## config.mk

```make
export PLATFORM = sky130hd
export DESIGN_NAME = proc_core_lite_flat
export DESIGN_NICKNAME = d
export VERILOG_FILES = /design/src/rtl/proc_core_lite_if.sv /design/src/rtl/proc_core_lite.sv /design/src/flat_wrapper.sv
export SDC_FILE = /design/constraint.sdc
export NUM_CORES = 1
export LEC_CHECK = 0
export ABC_AREA = 1
export CORE_MARGIN = 5
export CORE_UTILIZATION = 55
export CTS_BUF_LIST = sky130_fd_sc_hd__clkbuf_8 sky130_fd_sc_hd__clkbuf_16
export CTS_CLUSTER_DIAMETER = 50
export CTS_CLUSTER_SIZE = 25
export DETAILED_ROUTE_END_ITERATION = 8
export PLACE_DENSITY = 0.74
export SYNTH_ARGS = -nofsm -noshare
export SYNTH_HDL_FRONTEND = slang
export SYNTH_SLANG_ARGS = --single-unit
```

## constraint.sdc

```tcl
create_clock -name clk -period 26.6 [get_ports clk]
set_clock_uncertainty 0.15 [all_clocks]
set_input_delay 2.66 -clock clk [delete_from_list [all_inputs] [get_ports clk]]
set_output_delay 2.66 -clock clk [all_outputs]
set_load 0.03 [all_outputs]
```

## src/rtl/proc_core_lite_if.sv

```systemverilog
// Fetch/retire bus between the two-stage core and its environment.
// The environment drives inst_in; the core drives pc and all retire reporting.
interface proc_core_lite_if;
   logic [15:0] inst_in;
   logic [7:0]  pc;
   logic [15:0] inst_out;
   logic [15:0] reg_data;
   logic [1:0]  reg_en;
   logic [2:0]  reg_add;
   logic [15:0] mem_data;
   logic        mem_en;
   logic [2:0]  mem_add;

   modport master (
      output inst_in,
      input  pc, inst_out, reg_data, reg_en, reg_add, mem_data, mem_en, mem_add
   );

   modport slave (
      input  inst_in,
      output pc, inst_out, reg_data, reg_en, reg_add, mem_data, mem_en, mem_add
   );
endinterface

```

## src/rtl/proc_core_lite.sv

```systemverilog
// Minimal 16-bit two-stage core: capture into IR at one edge, execute and retire at the next.
// Retire reporting is registered and pulses for one cycle per retired instruction.
module proc_core_lite #(
   parameter logic [7:0] PC_RESET   = 8'h00,
   parameter bit         JMP_SQUASH = 1'b1
) (
   input logic              clk,
   input logic              rst,
   proc_core_lite_if.slave  bus
);
   logic [15:0] ir;
   logic        v_d;
   logic [7:0]  pc_q;
   logic [15:0] rf [0:7];
   logic [15:0] dm [0:7];

   logic [3:0]  op;
   logic [2:0]  rd, rs1, rs2, addr;
   logic [7:0]  imm8;
   logic [15:0] opa, opb, alu;
   logic        is_jmp;

   assign op   = ir[15:12];
   assign rd   = ir[11:9];
   assign rs1  = ir[8:6];
   assign rs2  = ir[5:3];
   assign imm8 = ir[7:0];
   assign addr = ir[2:0];
   assign opa  = rf[rs1];
   assign opb  = rf[rs2];
   assign is_jmp = v_d && (op == 4'd9);
   assign bus.pc = pc_q;

   always_comb begin
      alu = 16'h0000;
      case (op)
         4'd1:    alu = opa + opb;
         4'd2:    alu = opa - opb;
         4'd3:    alu = opa & opb;
         4'd4:    alu = opa | opb;
         4'd5:    alu = opa ^ opb;
         4'd6:    alu = {8'h00, imm8};
         default: alu = 16'h0000;
      endcase
   end

   always_ff @(posedge clk or posedge rst) begin
      if (rst) begin
         ir           <= 16'h0000;
         v_d          <= 1'b0;
         pc_q         <= PC_RESET;
         bus.inst_out <= 16'h0000;
         bus.reg_data <= 16'h0000;
         bus.reg_en   <= 2'b00;
         bus.reg_add  <= 3'd0;
         bus.mem_data <= 16'h0000;
         bus.mem_en   <= 1'b0;
         bus.mem_add  <= 3'd0;
         for (int i = 0; i < 8; i++) begin
            rf[i] <= 16'h0000;
            dm[i] <= 16'h0000;
         end
      end else begin
         ir   <= bus.inst_in;
         // A taken jump turns the word fetched alongside it into a bubble.
         v_d  <= !(is_jmp && JMP_SQUASH);
         pc_q <= is_jmp ? imm8 : pc_q + 8'd1;

         bus.inst_out <= v_d ? ir : 16'h0000;
         bus.reg_data <= 16'h0000;
         bus.reg_en   <= 2'b00;
         bus.reg_add  <= 3'd0;
         bus.mem_data <= 16'h0000;
         bus.mem_en   <= 1'b0;
         bus.mem_add  <= 3'd0;

         if (v_d) begin
            case (op)
               4'd1, 4'd2, 4'd3, 4'd4, 4'd5, 4'd6: begin
                  rf[rd]       <= alu;
                  bus.reg_en   <= 2'b01;
                  bus.reg_add  <= rd;
                  bus.reg_data <= alu;
               end
               4'd7: begin
                  rf[rd]       <= dm[addr];
                  bus.reg_en   <= 2'b10;
                  bus.reg_add  <= rd;
                  bus.reg_data <= dm[addr];
               end
               4'd8: begin
                  dm[addr]     <= opa;
                  bus.mem_en   <= 1'b1;
                  bus.mem_add  <= addr;
                  bus.mem_data <= opa;
               end
               default: ;
            endcase
         end
      end
   end
endmodule
```

## src/flat_wrapper.sv

```systemverilog
// flat-port wrapper written by rule: the top's interface ports become plain ports
module proc_core_lite_flat 
#(
   parameter logic [7:0] PC_RESET   = 8'h00,
   parameter bit         JMP_SQUASH = 1'b1
)
  (clk, rst, bus_inst_in, bus_pc, bus_inst_out, bus_reg_data, bus_reg_en, bus_reg_add, bus_mem_data, bus_mem_en, bus_mem_add);
  proc_core_lite_if bus_i ();
  input logic clk;
  input logic rst;
  input wire logic [$bits(bus_i.inst_in)-1:0] bus_inst_in;
  output wire logic [$bits(bus_i.pc)-1:0] bus_pc;
  output wire logic [$bits(bus_i.inst_out)-1:0] bus_inst_out;
  output wire logic [$bits(bus_i.reg_data)-1:0] bus_reg_data;
  output wire logic [$bits(bus_i.reg_en)-1:0] bus_reg_en;
  output wire logic [$bits(bus_i.reg_add)-1:0] bus_reg_add;
  output wire logic [$bits(bus_i.mem_data)-1:0] bus_mem_data;
  output wire logic [$bits(bus_i.mem_en)-1:0] bus_mem_en;
  output wire logic [$bits(bus_i.mem_add)-1:0] bus_mem_add;
  assign bus_i.inst_in = bus_inst_in;
  assign bus_pc = bus_i.pc;
  assign bus_inst_out = bus_i.inst_out;
  assign bus_reg_data = bus_i.reg_data;
  assign bus_reg_en = bus_i.reg_en;
  assign bus_reg_add = bus_i.reg_add;
  assign bus_mem_data = bus_i.mem_data;
  assign bus_mem_en = bus_i.mem_en;
  assign bus_mem_add = bus_i.mem_add;
  proc_core_lite #(.PC_RESET(PC_RESET), .JMP_SQUASH(JMP_SQUASH)) u_core (.clk(clk), .rst(rst), .bus(bus_i));
endmodule
```

# Word level (Yosys, flattened, before mapping)
# Cells that the tools add are included.
# Widths: inputs -> output; s select.
dict set report classes {
  add_sub_neg 3
  order_cmp 6
  n_eq_ne 9
  muxes 32
  n_bitwise 7
  n_reduce_logical 9
}
# operator n
set op_table {}
lappend op_table {{$bwmux 128} 3}
lappend op_table {{$pmux 128 s2} 1}
lappend op_table {{$mux 16} 12}
lappend op_table {{$bmux 16 s3} 3}
lappend op_table {{$demux 16 s3} 2}
lappend op_table {{$pmux 16 s6} 1}
lappend op_table {{$pmux 16 s2} 1}
lappend op_table {{$add 16x16->16} 1}
lappend op_table {{$and 16x16->16} 1}
lappend op_table {{$eq 4x3->1 const B} 4}
lappend op_table {{$ge 4x4->1 const B} 4}
lappend op_table {{$not 3->4} 4}
lappend op_table {{$or 16x16->16} 1}
lappend op_table {{$sub 16x16->16} 1}
lappend op_table {{$xor 16x16->16} 1}
lappend op_table {{$mux 3} 4}
lappend op_table {{$add 8x1->8 const B} 1}
lappend op_table {{$eq 4x2->1 const B} 2}
lappend op_table {{$eq 4x4->1 const B} 2}
lappend op_table {{$lt 4x1->1 const B} 2}
lappend op_table {{$mux 8} 1}
lappend op_table {{$reduce_or 7->1} 1}
lappend op_table {{$reduce_or 6->1} 1}
lappend op_table {{$eq 4x1->1 const B} 1}
lappend op_table {{7 further kinds} 11}
dict set report totals {
  reg_bits 338
  input_bits 18
  output_inout_bits 65
}

# Depth between registers and ports, before layout
# Gate-level depths: netlist (run 1).
dict set report logic_depth {
  word_depth 8
  depth_mapped 28
  ltp_nobuf 26
}

# Worst setup path after synthesis (run 1)
# OpenSTA, ideal clock, no wires.
dict set report synth_path {
  path_kind {reg2reg}
  start {register u_core.ir[7]}
  end {register u_core.rf[108] (netlist name)}
  setup_time_ps 120
  t_arrival_ps 3425
  path_slack_ps 22905
  stages_incl_launch_ff 24
  cell_sequence {dfrtp_1 -> inv_1 -> clkbuf_1 -> clkbuf_1 -> a21oi_1 -> o21ai_0 -> nand3_1 -> nand2_1 -> clkbuf_1 -> ha_1 -> inv_1 -> fa_1 -> nand3_1 -> nand3_1 -> nand2_1 -> nand2_1 -> nand2_1 -> nand3_1 -> a21boi_0 -> a21oi_1 -> o21ai_0 -> nand3_1 -> o21ai_0 -> inv_1}
}
dict set report synth_via {
  elab_chain_cells 8
}
# item line
set synth_lines {}
lappend synth_lines {{from (decl)} proc_core_lite.sv:11} ;# logic [15:0] ir;
lappend synth_lines {{from (signal assigned)} proc_core_lite.sv:64} ;# ir <= bus.inst_in;
lappend synth_lines {{$not 3->4 (not written as such) *} proc_core_lite.sv:29} ;# assign opa = rf[rs1];
lappend synth_lines {{$bmux 16 s3 *} proc_core_lite.sv:29}
lappend synth_lines {{$mux 16 (not written as such) * (2 in a row)} proc_core_lite.sv:29}
lappend synth_lines {{$sub 16x16->16, or another cell as far along} proc_core_lite.sv:38} ;# 4'd2: alu = opa - opb;
lappend synth_lines {{$pmux 16 s6 *} proc_core_lite.sv:36} ;# case (op)
lappend synth_lines {{$bwmux 128 *} proc_core_lite.sv:80} ;# rf[rd] <= alu;
lappend synth_lines {{$pmux 128 s2 *} proc_core_lite.sv:78} ;# case (op)
lappend synth_lines {{to (signal, indexed assignment)} proc_core_lite.sv:80}
lappend synth_lines {{to (signal, indexed assignment)} proc_core_lite.sv:86} ;# rf[rd] <= dm[addr];
lappend synth_lines {{to (decl)} proc_core_lite.sv:14} ;# logic [15:0] rf [0:7];
# Mark *: on every way between the ends. The rest lies on a longest branch, timed or not. The select of a mux whose other input is x is not followed.
# A chain may end at the register's enable or synchronous reset.

# Worst setup path after layout (run 1)
dict set report layout_path {
  start {register u_core.ir[6]}
  end {register u_core.rf[14] (netlist name)}
}
# Same word-level chain as after synthesis.

==> impl_metrics.yaml, run 1 <==
status:
  status: "finished, final reports clean"
timing:
  fin_crit_sh_pct: 19.5
  drv_slew: 0
  slew_headroom_pct: 19.6
  grt_setup_unrepaired: "no"
  final-setup-viol-count: 0
  fmax_ghz: 0.193
  hold_violations: 0
  worst_slew_pin_slew_ns: 1.20
  setup_tns_ns: 0
  period_needed_ns: 5.19
global_route:
  grtUsageTotal_pct: 28.3
  first_global_vias: 15174
  grt_max_degree: 159
  grt_pass1_wl_um: 82600
  grt_antenna_before_repair: 1
  grt_overflow_total: 0
logic_synthesis:
  yosysSeqAreaShare_pct: 47.0
  synth-seq-cells: 338
  yosysWarnings: 0
  synthArstFlopShare_pct: 100
  netlist_area_um2: 18000
  synth.avg_cell_area_um2: 7.66
  syn-instance-count: 2352
  ys.flop_type: "dfrtp_1"
  synth_edf_count: 0
  synth_cell_types: 46
  syn-num-nets: 2421
critical_path:
  path_buf_inv: 4
  required_ns: 26.86
  cpPeakStageDelay_ns: 0.68
  r2r_end: "u_core.rf[14]"
  r2r_cells: 20
  cp_slowest_cell: "buf_4"
  path_max_fanout: 99
  path_cells: "buf_4 -> inv_2 -> o21ai_0 -> nand3_1 -> nand2_1 -> ha_1 -> inv_1 -> fa_1 -> nand3_1 -> nand3_1 -> nand2_1 -> nand2_1 -> nand2_1 -> nand3_1 -> a21boi_0 -> nand2_1 -> nand3_1 -> nand3_1 -> o21ai_0 -> inv_1"
  crit_type: "flop to flop"
  cp.arrival_ns: 5.45
  crit_path_end_kind: "flop"
  r2r_start: "u_core.ir[6]"
  worstSetupStartpointType: "flop"
  r2r_slack_ns: 21.41
  crit_top_cell: "nand3_1"
  crit_family: "simple AND/OR/NAND/NOR gates"
die:
  initial_core_util_pct: 55.5
  fp.coreArea_um2: 32500
  rows: 66
  die_area_um2: 36500
  io_pins: 83
  die_width_um: 191
  die-height_um: 191
placement:
  dpl-instance-area_um2: 19000
  hpwlAfterDp_um: 32400
  port_buffers: 82
  gp_congestion: 0.934
detailed_routing:
  drc: 0
  via_count: 15915
  vias_per_cell: 5.60
  avgRoutedWirePerCell_um: 18.2
  dr.pass1.iters: 6
  wl_um: 51600
  first_iter_violations: 1609
  postRouteAntennaNets: 0
clocking:
  cts_made_buffers: 37
  holdBufCountCts: 0
  post_cts_buffers: 0
  cts_tree: "done"
  ctsResizeCount: 0
  path_clk_slew_ns: 0.06
  clk_latency_ns: 0.54
  cts_buffer_depth: 3
  cts_sinks: 338
  clockRootBuffer: "clkbuf_16"
  htreeDepth: 2
finish:
  area_growth_pct: 12.8
  final_common_cell: "nand2_1"
  regArea_um2: 8460
  final_cell_mix: "nand2_1 (552), o21ai_0 (391), inv_1 (339)"
  fin_util_pct: 62.6
  finalInstanceArea_um2: 20300
  multi_input_area_um2: 7620
  nFillCells: 2859
  final_nets: 2442
  drive_gt1_share_pct: 6.62
job:
  maxCapViolCount: 0
min_path:
  min_path_type: "flop to flop"
  whs_endpoint: "u_core.dm[94]"
  hold-path-cell-count: 2
  hp-start: "u_core.dm[94]"
power_and_ir_drop:
  power.leakage_nw: 10.5
  power_density_nw_per_um2: 80.8
  peakVddDrop_uv: 43.9
  power.total_mw: 1.64
[routing by layer]
metal  vias up  wire, um  track usage [%]
li1       7549         -                -
met1      7574     21800             38.9
met2       681     24400             46.9
met3       111      3850             3.49
met4         0      1560             9.89
met5         -         0                0
[per-stage QoR]
step                      hold WS, ns  instances  worst slack (ns)
after floorplan                 0.298       2352             14.42
after global placement          0.311       2776             21.54
after detailed placement        0.318       2776             21.55
after CTS                       0.333       2843             21.52
after global routing            0.347       2843             21.02
final                           0.328       2844             21.41
[flip-flops by register name (all words and copies together), names as in the netlist]
name,count
u_core.bus.inst_out,16
u_core.bus.mem_add,3
u_core.bus.mem_data,16
u_core.bus.mem_en,1
u_core.bus.pc,8
u_core.bus.reg_add,3
u_core.bus.reg_data,16
u_core.bus.reg_en,2
u_core.dm,128
u_core.ir,16
u_core.rf,128
u_core.v_d,1
[final cells by class]
| cell class | count | area share (%) |
|---|---|---|
| clock buffers | 41 | 4.94 |
| inverters | 354 | 6.62 |
| clock inverters | 26 | 1.53 |
| repair buffers | 105 | 4.95 |
| flip-flops and latches | 338 | 41.7 |
| well taps | 442 | 2.72 |
| multi-input cells | 1537 | 37.5 |
| diodes | 1 | 0.0123 |
[power breakdown]
part | total, mW | internal (mW) | leakage, nW | switching, mW
clock | 0.548 | 0.320 | 0.652 | 0.229
combinational | 0.435 | 0.144 | 5.52 | 0.291
sequential | 0.657 | 0.609 | 4.31 | 0.0483
[worst min-delay path, delay by kind of cell, from the launching register on]
family	cells	cell delay, ns
AO/OA/AOI/OAI	1	0.06
flip-flops	1	0.34
AND/OR/NAND/NOR	1	0.05
[cells by family (layout without fill, tap and decap cells)]
logic type      Yosys count  count (layout)  synth area share (%)
simple gates            908             908                  21.2
mux                       3               3                 0.167
fa+ha+maj                51              51                  3.59
compound gates          558             558                  16.6
buf+inv                 477             526                  10.7
other cells               0               1                     0
flops                   338             338                  47.0
xor+xnor                 17              17                 0.827
[Yosys cell counts (11+ instances only)]
cell type | instances | share of area (%)
clkbuf_1 | 82 | 1.7
nand2_2 | 22 | 0.76
nand2_1 | 552 | 12
dfrtp_1 | 338 | 47
inv_2 | 11 | 0.23
nand3_2 | 14 | 0.78
a221oi_1 | 14 | 0.68
nand3_1 | 120 | 3.3
ha_1 | 50 | 3.5
nor2_1 | 165 | 3.4
o21ai_1 | 12 | 0.33
a21oi_1 | 101 | 2.8
nand4_1 | 14 | 0.49
buf_2 | 20 | 0.56
o21ai_0 | 391 | 11
o2111ai_1 | 15 | 0.73
inv_1 | 338 | 7.0
xor2_1 | 17 | 0.83
[worst max path at each step]
stage / slack [ns] / startpoint / endpoint / cells past startpoint
3_5_place_dp: 21.55 / u_core.ir[5] / u_core.rf[123] / 21
5_1_grt: 21.02 / u_core.ir[6] / u_core.rf[124] / 20
3_3_place_gp: 21.54 / u_core.ir[5] / u_core.rf[62] / 21
4_1_cts: 21.52 / u_core.ir[5] / u_core.rf[123] / 21
6_report: 21.41 / u_core.ir[6] / u_core.rf[14] / 20
2_1_floorplan: 14.42 / rst / u_core.bus.inst_out[0] / 1
No activity file was read; power rests on OpenSTA's default activity.
==> run 2: changes to the inputs <==
==> constraint.sdc (replaced) <==
create_clock -name clk -period 5.2 [get_ports clk]
set_clock_uncertainty 0.15 [all_clocks]
set_input_delay 0.52 -clock clk [delete_from_list [all_inputs] [get_ports clk]]
set_output_delay 0.52 -clock clk [all_outputs]
set_load 0.03 [all_outputs]
==> impl_metrics.yaml, run 2 (same netlist as run 1, synthesis figures left out) <==
status:
  status: "finished, final reports clean"
timing:
  slew_headroom_pct: 27.5
  setup_tns_ns: 0
  fin_crit_sh_pct: 88.6
  period_needed_ns: 4.61
  worst_slew_pin_slew_ns: 1.09
  final-setup-viol-count: 0
  grt_setup_unrepaired: "no"
  drv_slew: 0
  holdWs_ns: 0.267
  hold_violations: 0
  fmax_ghz: 0.217
critical_path:
  cp.arrival_ns: 4.88
  crit_path_end_kind: "flop"
  r2r_slack_ns: 0.59
  worstSetupStartpointType: "flop"
  path_max_fanout: 40
  required_ns: 5.47
  crit_type: "flop to flop"
power_and_ir_drop:
  power_density_nw_per_um2: 414
  p_sw_mw: 2.93
  power.total_mw: 8.49
  p_clk_share_pct: 33.7
  p_int_mw: 5.56
  pwr-share-seq_pct: 39.7
  power.share.combinational_pct: 26.6
  power.leakage_nw: 10.6
  p_sw_share_pct: 34.5
  peakVddDrop_uv: 323
die:
  die_width_um: 191
  rows: 66
  die-height_um: 191
  io_pins: 83
  initial_core_util_pct: 55.5
  die_area_um2: 36500
  fp.coreArea_um2: 32500
finish:
  area_growth_pct: 14.0
  finalInstanceArea_um2: 20500
  final_cell_mix: "nand2_1 (552), o21ai_0 (391), inv_1 (339)"
  final_nets: 2464
  final_common_cell: "nand2_1"
  num_antenna_cells: 0
  nFillCells: 2799
  drive_gt1_share_pct: 7.51
  regArea_um2: 8460
  multi_input_area_um2: 7620
  reg_top3: "u_core.dm x128, u_core.rf x128"
detailed_routing:
  dr.pass1.iters: 6
  postRouteAntennaNets: 0
  wl_um: 51600
  avgRoutedWirePerCell_um: 18.0
  vias_per_cell: 5.63
  drc: 0
  first_iter_violations: 1699
  via_count: 16140
placement:
  gp_congestion: 0.915
  hpwlAfterDp_um: 34100
  dpl-instance-area_um2: 19200
  port_buffers: 82
global_route:
  top_usage_layer: "met2"
  first_global_vias: 15248
  met1_usage_pct: 39.2
  grt_antenna_before_repair: 1
  use_met2_pct: 45.4
  grt_overflow_total: 0
  grt_pass1_wl_um: 82600
  grtUsageTotal_pct: 28.4
  use_met3_pct: 4.77
  grt_max_degree: 96
job:
  maxCapViolCount: 0
clocking:
  cts_buffer_depth: 3
  holdBufCountCts: 0
  ctsResizeCount: 0
  clk_latency_ns: 0.54
  cts_sinks: 338
  cts_tree: "done"
  htreeDepth: 2
  post_cts_buffers: 0
  cts_made_buffers: 37
  path_clk_slew_ns: 0.07
  clockRootBuffer: "clkbuf_16"
min_path:
  min_path_type: "primary input to flop"
==> run 2: per-stage QoR <==
| step | instances | setup WS, ns | util (%) |
|---|---|---|---|
| global route | 2865 | 0.259 | 63.2 |
| floorplan | 2352 | 0.0114 | - |
| CTS | 2865 | 0.708 | 63.2 |
| detailed placement | 2798 | 0.724 | 59.1 |
| global placement | 2798 | 0.795 | 59.1 |
| finish | 2865 | 0.595 | 63.2 |
==> run 2: path summary, 6_finish.rpt <==
check	cells after the start	startpoint	end
setup reg to reg	22	u_core.ir[3]	u_core.rf[60]
hold / removal	1	bus_inst_in[15]	u_core.ir[15]
setup / recovery	22	u_core.ir[3]	u_core.rf[60]
max in group asynchronous	3	rst	u_core.dm[76]
hold reg to reg	2	u_core.dm[118]	u_core.dm[118]
min in group asynchronous	2	rst	u_core.bus.inst_out[1]
==> run 2: worst max-delay path, cell delays in order, from the launching register on <==
cell      delay [ns]
dfrtp_2         0.69
buf_4           0.48
nand2_1         0.12
nand3_1         0.10
nand3_1         0.09
nand2_2         0.16
nand2_1         0.08
nor2_2          0.13
nand2_1         0.10
nand2_2         0.11
xor2_1          0.17
ha_1            0.31
a21oi_1         0.16
o21a_1          0.14
nand2_1         0.08
nand2_1         0.08
nand3_1         0.14
a21boi_0        0.23
a21oi_1         0.09
o21ai_0         0.08
nand3_1         0.37
o21ai_0         0.32
inv_1           0.06
==> run 2: per-layer routing <==
metal / vias up / routed length, um
li1: 7596 / -
met1: 7747 / 22100
met2: 671 / 23900
met3: 126 / 3790
met4: 0 / 1850
met5: - / 0
==> run 2: layout make-up <==
| cell class | count | share of cell area [%] |
|---|---|---|
| timing repair buffer | 127 | 5.83 |
| inverter | 354 | 6.53 |
| clock inverter | 26 | 1.67 |
| sequential | 338 | 41.2 |
| multi-input combinational | 1537 | 37.2 |
| tap | 442 | 2.69 |
| clock buffer | 41 | 4.89 |
==> run 2: power by group through the flow <==
| stage | logic [mW] | clock network [mW] | registers [mW] |
|---|---|---|---|
| after CTS | 2.24 | 2.90 | 3.36 |
| after detailed placement | 2.22 | 0 | 3.40 |
| after global routing | 2.54 | 3.02 | 3.42 |
| after floorplan | 1.47 | 0 | 3.47 |
| after global placement | 2.16 | 0 | 3.38 |
| final | 2.26 | 2.86 | 3.37 |
